===== config.mk =====
export PLATFORM = sky130hd
export DESIGN_NAME = uart_rx_fifo
export DESIGN_NICKNAME = d
export VERILOG_FILES = /design/src/rtl/uart_rx_fifo.sv
export SDC_FILE = /design/constraint.sdc
export NUM_CORES = 1
export LEC_CHECK = 0
export CAP_MARGIN = 20
export CORE_ASPECT_RATIO = 0.6
export CORE_MARGIN = 2
export CORE_UTILIZATION = 45
export CTS_BUF_LIST = sky130_fd_sc_hd__clkbuf_2 sky130_fd_sc_hd__clkbuf_4 sky130_fd_sc_hd__clkbuf_8
export DETAILED_ROUTE_END_ITERATION = 10
export DONT_BUFFER_PORTS = 1
export GPL_TIMING_DRIVEN = 0
export PLACE_DENSITY = 0.67
export SKIP_LAST_GASP = 1
export SYNTH_ARGS = -nofsm -noshare
export SYNTH_HDL_FRONTEND = slang
export SYNTH_SLANG_ARGS = --single-unit

===== constraint.sdc =====
create_clock -name clk -period 2.5 [get_ports clk]
set_input_delay 0.5 -clock clk [delete_from_list [all_inputs] [get_ports clk]]
set_output_delay 0.5 -clock clk [all_outputs]
set_load 0.1 [all_outputs]

===== src/rtl/uart_rx_fifo.sv =====
// Receive buffer behind the UART receiver: captures bytes on rx_done into a
// 16-deep show-ahead FIFO drained by the processor read strobe, with status flags.
module uart_rx_fifo #(
  parameter int DATA_W = 8,
  parameter int ADDR_W = 4
) (
  input  logic              clk,
  input  logic              reset,
  input  logic              rx_done,
  input  logic [DATA_W-1:0] rx_data,
  input  logic              read,
  input  logic              reset_buffer,
  input  logic              clear_overrun,
  output logic [DATA_W-1:0] data_out,
  output logic              data_present,
  output logic              half_full,
  output logic              full,
  output logic              overrun,
  output logic [ADDR_W:0]   fill_level
);

  localparam int DEPTH = 2 ** ADDR_W;
  localparam logic [ADDR_W:0] HALF_LEVEL = (ADDR_W + 1)'(DEPTH / 2);

  logic [DATA_W-1:0] r_mem [DEPTH];
  logic [ADDR_W-1:0] r_wr_ptr;
  logic [ADDR_W-1:0] r_rd_ptr;
  logic [ADDR_W:0]   r_fill_level;
  logic              r_overrun;

  logic w_empty;
  logic w_full;
  logic w_pop;
  logic w_push;
  logic w_drop;

  assign w_empty = (r_fill_level == {(ADDR_W + 1){1'b0}});
  assign w_full  = r_fill_level[ADDR_W];
  // Flush overrides both ports; a pop on a full FIFO frees the slot for a same-cycle write.
  assign w_pop   = read & ~w_empty & ~reset_buffer;
  assign w_push  = rx_done & ~reset_buffer & (~w_full | w_pop);
  assign w_drop  = rx_done & ~reset_buffer & w_full & ~w_pop;

  // Character storage; contents are deliberately left unreset.
  always_ff @(posedge clk) begin
    if (w_push) begin
      r_mem[r_wr_ptr] <= rx_data;
    end
  end

  // Pointer and level bookkeeping with synchronous flush.
  always_ff @(posedge clk or negedge reset) begin
    if (!reset) begin
      r_wr_ptr     <= {ADDR_W{1'b0}};
      r_rd_ptr     <= {ADDR_W{1'b0}};
      r_fill_level <= {(ADDR_W + 1){1'b0}};
    end else if (reset_buffer) begin
      r_wr_ptr     <= {ADDR_W{1'b0}};
      r_rd_ptr     <= {ADDR_W{1'b0}};
      r_fill_level <= {(ADDR_W + 1){1'b0}};
    end else begin
      if (w_push) begin
        r_wr_ptr <= r_wr_ptr + ADDR_W'(1);
      end
      if (w_pop) begin
        r_rd_ptr <= r_rd_ptr + ADDR_W'(1);
      end
      case ({w_push, w_pop})
        2'b10:   r_fill_level <= r_fill_level + (ADDR_W + 1)'(1);
        2'b01:   r_fill_level <= r_fill_level - (ADDR_W + 1)'(1);
        default: r_fill_level <= r_fill_level;
      endcase
    end
  end

  // Sticky overrun: a new drop beats a same-cycle clear; flush leaves it alone.
  always_ff @(posedge clk or negedge reset) begin
    if (!reset) begin
      r_overrun <= 1'b0;
    end else if (w_drop) begin
      r_overrun <= 1'b1;
    end else if (clear_overrun) begin
      r_overrun <= 1'b0;
    end else begin
      r_overrun <= r_overrun;
    end
  end

  assign data_out     = w_empty ? {DATA_W{1'b0}} : r_mem[r_rd_ptr];
  assign data_present = ~w_empty;
  assign full         = w_full;
  assign half_full    = (r_fill_level >= HALF_LEVEL);
  assign overrun      = r_overrun;
  assign fill_level   = r_fill_level;

endmodule

# [Yosys cells after proc, flatten, opt, wreduce, memory -nomap -nowiden]
# Memory sizes are Yosys's and may differ from the RTL's.
# Index checks and enable logic that the tools add are counted.
[word_totals] ramBits=128 reg_bits=14 mem_count=1 word_cells=39 in_bits=14
[op_classes] order_cmp=1 n_eq_ne=2 bitwise_logic=11 muxes=11 addsub=4 reduce_logical=5
[memory_table] memory="r_mem" depth=16 word_bits=8 rd=1 rd_clocked_by_memory_dff=0 wr=1 line_no="25" rtl="logic [DATA_W-1:0] r_mem [DEPTH];"
[op_table] cell="$mux W4" count=4
[op_table] cell="$pmux W5 S2" count=1
[op_table] cell="$add A4 B1 Y4 const B" count=2
[op_table] cell="$mux W8" count=1
[op_table] cell="$and A1 B1 Y1" count=6
[op_table] cell="$reduce_bool A2 Y1" count=3
[op_table] cell="$add A5 B1 Y5 const B" count=1
[op_table] cell="$ge A5 B4 Y1 const B" count=1
[op_table] cell="$logic_not A5 Y1" count=1
[op_table] cell="$mux W5" count=1
[op_table] cell="$sub A5 B1 Y5 const B" count=1
[op_table] cell="$mux W1" count=4
[op_table] cell="$not A1 Y1" count=4
[op_table] cell="$reduce_bool A3 Y1" count=1
[op_table] cell="$eq A2 B1 Y1 const B" count=1
[op_table] cell="$eq A2 B2 Y1 const B" count=1
[op_table] cell="$or A1 B1 Y1" count=1

# [Longest topological paths before layout]
# Gate-level depths: netlist of the first run.
[depth] ltp_word=9 mapped_depth=9 ltp_nobuf=8

# [Worst setup path after synthesis of the first run]
# No wires, ideal clock.
[synth_timing] kind="reg-to-output" from="reg r_fill_level[4], in the netlist fill_level[4]" to="out data_out[0]" required_time_ns=2.000 arrival_ns=3.367 path_stages_with_launch=5 path_slack_ns=-1.367 cell_sequence="dfrtp_1 or4_4 nand2b_1 clkbuf_1 and2_1"
[synth_via] elab_chain_len=2
[synth_lines] element="start: declaration" line_no="28" rtl="logic [ADDR_W:0] r_fill_level;"
[synth_lines] element="start signal: assignment" line_no="56" rtl="r_fill_level <= {(ADDR_W + 1){1'b0}};"
[synth_lines] element="start signal: assignment" line_no="60" rtl="r_fill_level <= {(ADDR_W + 1){1'b0}};"
[synth_lines] element="start signal: assignment" line_no="69" rtl="2'b10: r_fill_level <= r_fill_level + (ADDR_W + 1)'(1);"
[synth_lines] element="$logic_not A5 Y1" line_no="37" rtl="assign w_empty = (r_fill_level == {(ADDR_W + 1){1'b0}});"
[synth_lines] element="$mux W8" line_no="89" rtl="assign data_out = w_empty ? {DATA_W{1'b0}} : r_mem[r_rd_ptr];"
[synth_lines] element="end: declaration" line_no="14" rtl="output logic [DATA_W-1:0] data_out,"
# No other way between the ends.

# [Worst setup path in the final report of the first run]
[layout_timing] from="reg r_rd_ptr[0]" to="out data_out[5]"
[layout_via] elab_chain_len=2
[layout_lines] element="start: declaration" line_no="27" rtl="logic [ADDR_W-1:0] r_rd_ptr;"
[layout_lines] element="start signal: assignment" line_no="55" rtl="r_rd_ptr <= {ADDR_W{1'b0}};"
[layout_lines] element="start signal: assignment" line_no="59" rtl="r_rd_ptr <= {ADDR_W{1'b0}};"
[layout_lines] element="start signal: assignment" line_no="66" rtl="r_rd_ptr <= r_rd_ptr + ADDR_W'(1);"
[layout_lines] element="$mem_v2 Z16 W8"
[layout_lines] element="$mux W8" line_no="89"
# No other way between the ends.

==> reports/results.tsv, run 1 <==
stage	metric	value	unit
synthesis	avgSynthCellArea	19.5	µm²
floorplanning	die_w	152	µm
worst_hold_path	worstHoldStart	rx_data[6]	
clock_network	cts_tree	built	
cells_and_area	final_cells	514	
sta	hold_viol_final	0	
global_routing	grt_max_degree	17	
drt	totalWireLength	13.2	mm
worst_setup_path	crit_type	reg2out	
clock_network	cts_buffer_depth	2	
worst_setup_path	critical_path_arrival	2470	ps
clock_network	cts.htree.levels	4	
worst_hold_path	hold_path_depth	0	
placed_design	io_buffers	0	
cells_and_area	layout_common_cells	edfxtp_1 (128), mux4_2 (40), clkbuf_8 (18)	
synthesis	ys.flop_type	edfxtp_1	
floorplanning	rows	32	
synthesis	synth_edf_count	128	
outcome	status	finished, violations left	
run	cap_violations	0	
cells_and_area	design_area	6790	µm²
global_routing	grt_pass1_vias	3075	
power_and_ir_drop	leakage	2.21	nW
drt	drt_iter0_drc	352	
power_and_ir_drop	p_per_area	1150	nW/µm²
placed_design	dp_slack	-591	ps
outcome	violations	setup timing	
worst_setup_path	r2r_end	fill_level[4]	
worst_setup_path	path_delay_family	multiplexers	
sta	fin_hold_ws	157	ps
worst_setup_path	crit_required	2000	ps
drt	vias_per_cell	5.78	
synthesis	synth.cell_area	5880	µm²
sta	finalSetupViolCount	11	
global_routing	grt_antenna_before_repair	0	
synthesis	async_flop_share	9.86	%
worst_setup_path	crit_path_start_kind	flip-flop	
worst_setup_path	cpMostUsedCell	mux4_2	
synthesis	ys_types	42	
worst_hold_path	min_delay_worst_endpoint	r_mem[0][6]	
clock_network	clk_root_buffer_cell	clkbuf_8	
clock_network	insertion_delay	430	ps
worst_setup_path	crit_path_end_kind	output port	
drt	vias	2972	
cells_and_area	drive_gt1_share	38.7	%
placed_design	place_congestion	0.774	
drt	drc	0	
synthesis	syn-instance-count	302	
global_routing	gr-total-overflow	0	
worst_setup_path	cpPeakStageDelay	520	ps
sta	worstMarginPinSlew	893	ps
drt	wl_per_cell	25.7	µm
sta	skew	15.8	ps
sta	min_period	2970	ps
global_routing	grt_pass1_wl	19.2	mm
drt	first_pass_iters	5	
cells_and_area	n_antenna_cell	0	
sta	relSlewSlack	40.5	%
synthesis	syn_nets	323	
sta	finalWorstSetupSlack	-474	ps
sta	min_period_over_period	119	%
floorplanning	design.core.area	12800	µm²
floorplanning	pin_count	31	
cells_and_area	nets	352	
synthesis	yosysSeqAreaShare	71.4	%
sta	slew_viol_final	0	
worst_setup_path	crit_path_max_fanout	10	
clock_network	cts_made_buffers	17	
global_routing	grtUsageTotal	20.2	%
cells_and_area	syn_to_final_growth	15.6	%
drt	ant_nets	0	
worst_setup_path	reg2regPathDepth	9	
synthesis	ys_ff_latch	142	
placed_design	placed_cells	472	
floorplanning	fp.dieH	92.5	µm
clock_network	clkTransAtPathRegs	80	ps
worst_hold_path	worst_hold_path_type	in2reg	
floorplanning	start_util	45.9	%
sta	rsz0062_at_grt	yes	
sta	fmax	0.336	GHz
power_and_ir_drop	peakVddDrop	0.596	mV
worst_setup_path	path_cells	buf_6 > buf_12 > mux4_2 > mux4_2 > and2_4	
floorplanning	die-area	14000	µm²
cells_and_area	final_common_cell	edfxtp_1	
worst_setup_path	critPathSlowestCell	mux4_2	
placed_design	placed_area	6150	µm²
worst_setup_path	r2r_start	fill_level[0]	
synthesis	synth_warnings	0	
worst_setup_path	ff2ff_setup_slack	-210	ps
clock_network	cts_sinks	142	
placed_design	place.detailed.hpwl	8.17	mm
worst_setup_path	worst-path-buf-inv	2	
==> synthesized netlist by cell type (2+ instances only) <==
library cell / number / share of area, %
nor2_1: 10 / 0.64
nand2b_1: 2 / 0.21
and3_1: 5 / 0.53
dfrtp_1: 14 / 6.0
xor2_1: 3 / 0.45
clkbuf_1: 8 / 0.51
nor3_1: 2 / 0.17
and2_1: 20 / 2.1
mux4_2: 40 / 15
xnor2_1: 4 / 0.60
ha_1: 7 / 1.5
a21oi_1: 8 / 0.68
nand2_1: 5 / 0.32
edfxtp_1: 128 / 65
or3_1: 2 / 0.21
buf_4: 4 / 0.51
o21ai_0: 3 / 0.26
nand3_1: 6 / 0.51
mux2i_1: 2 / 0.34
inv_1: 6 / 0.38
buf_1: 2 / 0.13
==> worst reg2reg max path: cells and delay by family (launching register included) <==
| family | cells | cell delay (ps) |
|---|---|---|
| flip-flops | 1 | 650 |
| AND/OR/NAND/NOR | 2 | 660 |
| adder cells (fa/ha/maj) | 1 | 250 |
| AO/OA/AOI/OAI | 4 | 850 |
| buffers and inverters | 2 | 210 |
==> cell type report <==
| type | count | area (µm²) |
|---|---|---|
| fillers | 1001 | 6020 |
| flip-flops and latches | 142 | 4210 |
| multi-input cells | 138 | 1700 |
| clock buffers | 22 | 272 |
| well taps | 170 | 213 |
| plain buffers | 14 | 146 |
| clock inverters | 10 | 120 |
| repair buffers | 12 | 116 |
| inverters | 6 | 22.5 |
==> repair_timing <==
| action | CTS | global route |
|---|---|---|
| hold buffers | 1 | 0 |
| pin swaps | 8 | 0 |
| hold endpoints to repair | 14 | 0 |
| setup buffers | 7 | 2 |
| setup endpoints to repair | 75 | 126 |
| cloned | 1 | 1 |
| gates resized for setup | 32 | 11 |
==> state kept, by name, summed over array words and instances, names as in the netlist <==
signal,count
fill_level,5
overrun,1
r_rd_ptr,4
r_wr_ptr,4
r_mem,128
==> how the worst max path moves through the flow <==
stage | startpoint | endpoint | cells past startpoint
2_1_floorplan | fill_level[4] | fill_level[4] | 8
4_1_cts | r_rd_ptr[0] | data_out[0] | 5
5_1_grt | r_rd_ptr[0] | data_out[0] | 5
6_report | r_rd_ptr[0] | data_out[5] | 5
3_3_place_gp | r_rd_ptr[1] | data_out[5] | 5
3_5_place_dp | r_rd_ptr[1] | data_out[5] | 5
==> cell families (layout without fill, tap and decap cells) <==
kind of cell	Yosys count	after routing	synth area share, %
adder cells (fa/ha/maj)	7	7	1.49
flip-flops	142	142	71.4
multiplexers	43	43	15.9
AO/OA/AOI/OAI	21	21	2.64
buffers and inverters	22	64	1.81
XOR/XNOR	7	7	1.04
AND/OR/NAND/NOR	60	60	5.77
==> power breakdown <==
group          switching [mW]  internal, mW  total (mW)
logic                    1.85          1.16        3.02
registers               0.326          2.67        3.00
clock network           0.812          1.02        1.84
==> stage by stage <==
step	TNS [ps]	total power, mW	util (%)
after detailed placement	-7640	5.61	48.0
after CTS	-3880	7.74	52.4
final	-3910	7.85	53.0
after floorplan	-27.7	5.24	-
after global routing	-5060	8.08	53.0
after global placement	-6800	5.58	48.0
==> routing by layer <==
metal	track usage, %	share of wire [%]	up-vias
met3	5.52	7.4	12
met4	5.48	0.79	0
met2	29.1	46	105
li1	-	-	1275
met5	0	0	-
met1	30.4	46	1580
(Power assumes the default switching activity.)
==> inputs of run 2 (changes only) <==
CELL_PAD_IN_SITES_DETAIL_PLACEMENT = 0   (was unset)
CELL_PAD_IN_SITES_GLOBAL_PLACEMENT = 1   (was unset)
PLACE_DENSITY = unset   (was 0.67)
PLACE_DENSITY_LB_ADDON = 0.1   (was unset)
==> reports/results.tsv, run 2 (synthesis gave the netlist of run 1 again) <==
stage	metric	value	unit
worst_hold_path	worst_hold_path_type	in2reg	
clock_network	cts_tree	built	
power_and_ir_drop	leakage	2.20	nW
global_routing	grt_pass1_wl	19.1	mm
placed_design	place_congestion	0.738	
cells_and_area	regMostFlops	r_mem	
drt	totalWireLength	13.0	mm
worst_setup_path	cpMostUsedCell	mux4_2	
cells_and_area	layout_common_cells	edfxtp_1 (128), mux4_2 (40), clkbuf_8 (18)	
clock_network	insertion_delay	430	ps
clock_network	cts_sinks	142	
sta	hold_viol_final	0	
global_routing	grt_max_degree	17	
outcome	violations	setup timing	
cells_and_area	regArea	4210	µm²
global_routing	grt_antenna_before_repair	1	
cells_and_area	fillCellCount	1001	
worst_setup_path	crit_required	2000	ps
floorplanning	design.core.area	12800	µm²
global_routing	grtUsageTotal	20.1	%
worst_setup_path	critical_path_arrival	2540	ps
sta	min_period	3040	ps
placed_design	io_buffers	0	
global_routing	grt_pass1_vias	2999	
worst_setup_path	cpPeakStageDelay	560	ps
worst_setup_path	crit_path_end_kind	output port	
power_and_ir_drop	p_per_area	1150	nW/µm²
power_and_ir_drop	p_total	7.82	mW
cells_and_area	syn_to_final_growth	15.6	%
clock_network	clk_root_buffer_cell	clkbuf_8	
power_and_ir_drop	peakVddDrop	0.580	mV
floorplanning	die_w	152	µm
drt	drc	0	
clock_network	clkTransAtPathRegs	80	ps
cells_and_area	drive_gt1_share	39.2	%
drt	drt_iter0_drc	256	
sta	fmax	0.329	GHz
placed_design	placed_cells	472	
sta	rsz0062_at_grt	yes	
sta	fin_hold_ws	157	ps
drt	wl_per_cell	25.2	µm
drt	vias	2966	
drt	ant_nets	0	
worst_setup_path	crit_path_max_fanout	7	
global_routing	gr-total-overflow	0	
outcome	status	finished, violations left	
worst_setup_path	crit_type	reg2out	
clock_network	cts.htree.levels	4	
worst_setup_path	path_cells	buf_8 > buf_12 > mux4_2 > mux4_2 > and2_4	
cells_and_area	design_area	6790	µm²
clock_network	cts_made_buffers	17	
floorplanning	die-area	14000	µm²
floorplanning	start_util	45.9	%
worst_setup_path	critPathSlowestCell	mux4_2	
sta	worstMarginPinSlew	896	ps
floorplanning	fp.dieH	92.5	µm
worst_setup_path	path_delay_family	multiplexers	
sta	slew_viol_final	0	
floorplanning	pin_count	31	
drt	vias_per_cell	5.74	
sta	fin_setup_tns	-4430	ps
sta	min_period_over_period	122	%
sta	skew	12.5	ps
worst_setup_path	worst-path-buf-inv	2	
cells_and_area	final_cells	517	
worst_setup_path	crit_path_start_kind	flip-flop	
placed_design	placed_area	6150	µm²
cells_and_area	largest_register_ffs	128	
sta	finalSetupViolCount	11	
cells_and_area	nets	355	
drt	first_pass_iters	4	
run	cap_violations	0	
cells_and_area	final_common_cell	edfxtp_1	
placed_design	dp_slack	-592	ps
cells_and_area	fin_util	53.0	%
cells_and_area	multi_input_area	1660	µm²
placed_design	place.detailed.hpwl	8.58	mm
cells_and_area	n_antenna_cell	0	
sta	relSlewSlack	40.3	%
sta	finalWorstSetupSlack	-543	ps
floorplanning	rows	32	
clock_network	cts_buffer_depth	2	
## run 2: cell type report
class | instances | area share (%)
plain buffers | 15 | 2.27
repair buffers | 14 | 2.19
multi-input cells | 138 | 24.5
flip-flops and latches | 142 | 61.9
inverters | 6 | 0.332
clock buffers | 18 | 3.56
clock inverters | 14 | 2.12
well taps | 170 | 3.13
## run 2: path summary, 6_finish.rpt
check,slack [ps],depth (start not counted),end,from
worst min-delay path,160,0,r_mem[0][0],rx_data[0]
worst max-delay path,-540,5,data_out[3],r_rd_ptr[0]
worst max register to register,-230,9,fill_level[4],fill_level[0]
max in group asynchronous,1420,1,fill_level[0],reset
min in group asynchronous,550,1,fill_level[4],reset
worst min register to register,610,2,r_wr_ptr[1],r_wr_ptr[1]
## run 2: timing repair
item                       4_1_cts  5_1_grt
hold buffers                     1        0
setup endpoints to repair       75      113
pin swaps                        4        3
gates resized for setup         24       16
buffers inserted                 9        1
gates cloned                     1        2
hold endpoints to repair        14        0
## run 2: report_power, final
group	total (mW)	switching, mW	internal (mW)	leakage [nW]
logic	3.06	1.87	1.20	0.684
registers	2.98	0.318	2.67	1.33
clock network	1.77	0.879	0.894	0.178
total	7.82	3.07	4.76	2.20
## run 2: metal layers
| layer | vias up | global-route usage [%] | share of wire, % |
|---|---|---|---|
| met5 | - | 0 | 0 |
| met4 | 0 | 5.56 | 0.55 |
| met3 | 5 | 4.33 | 7.4 |
| met2 | 96 | 26.4 | 41 |
| met1 | 1585 | 33.6 | 51 |
| li1 | 1280 | - | - |
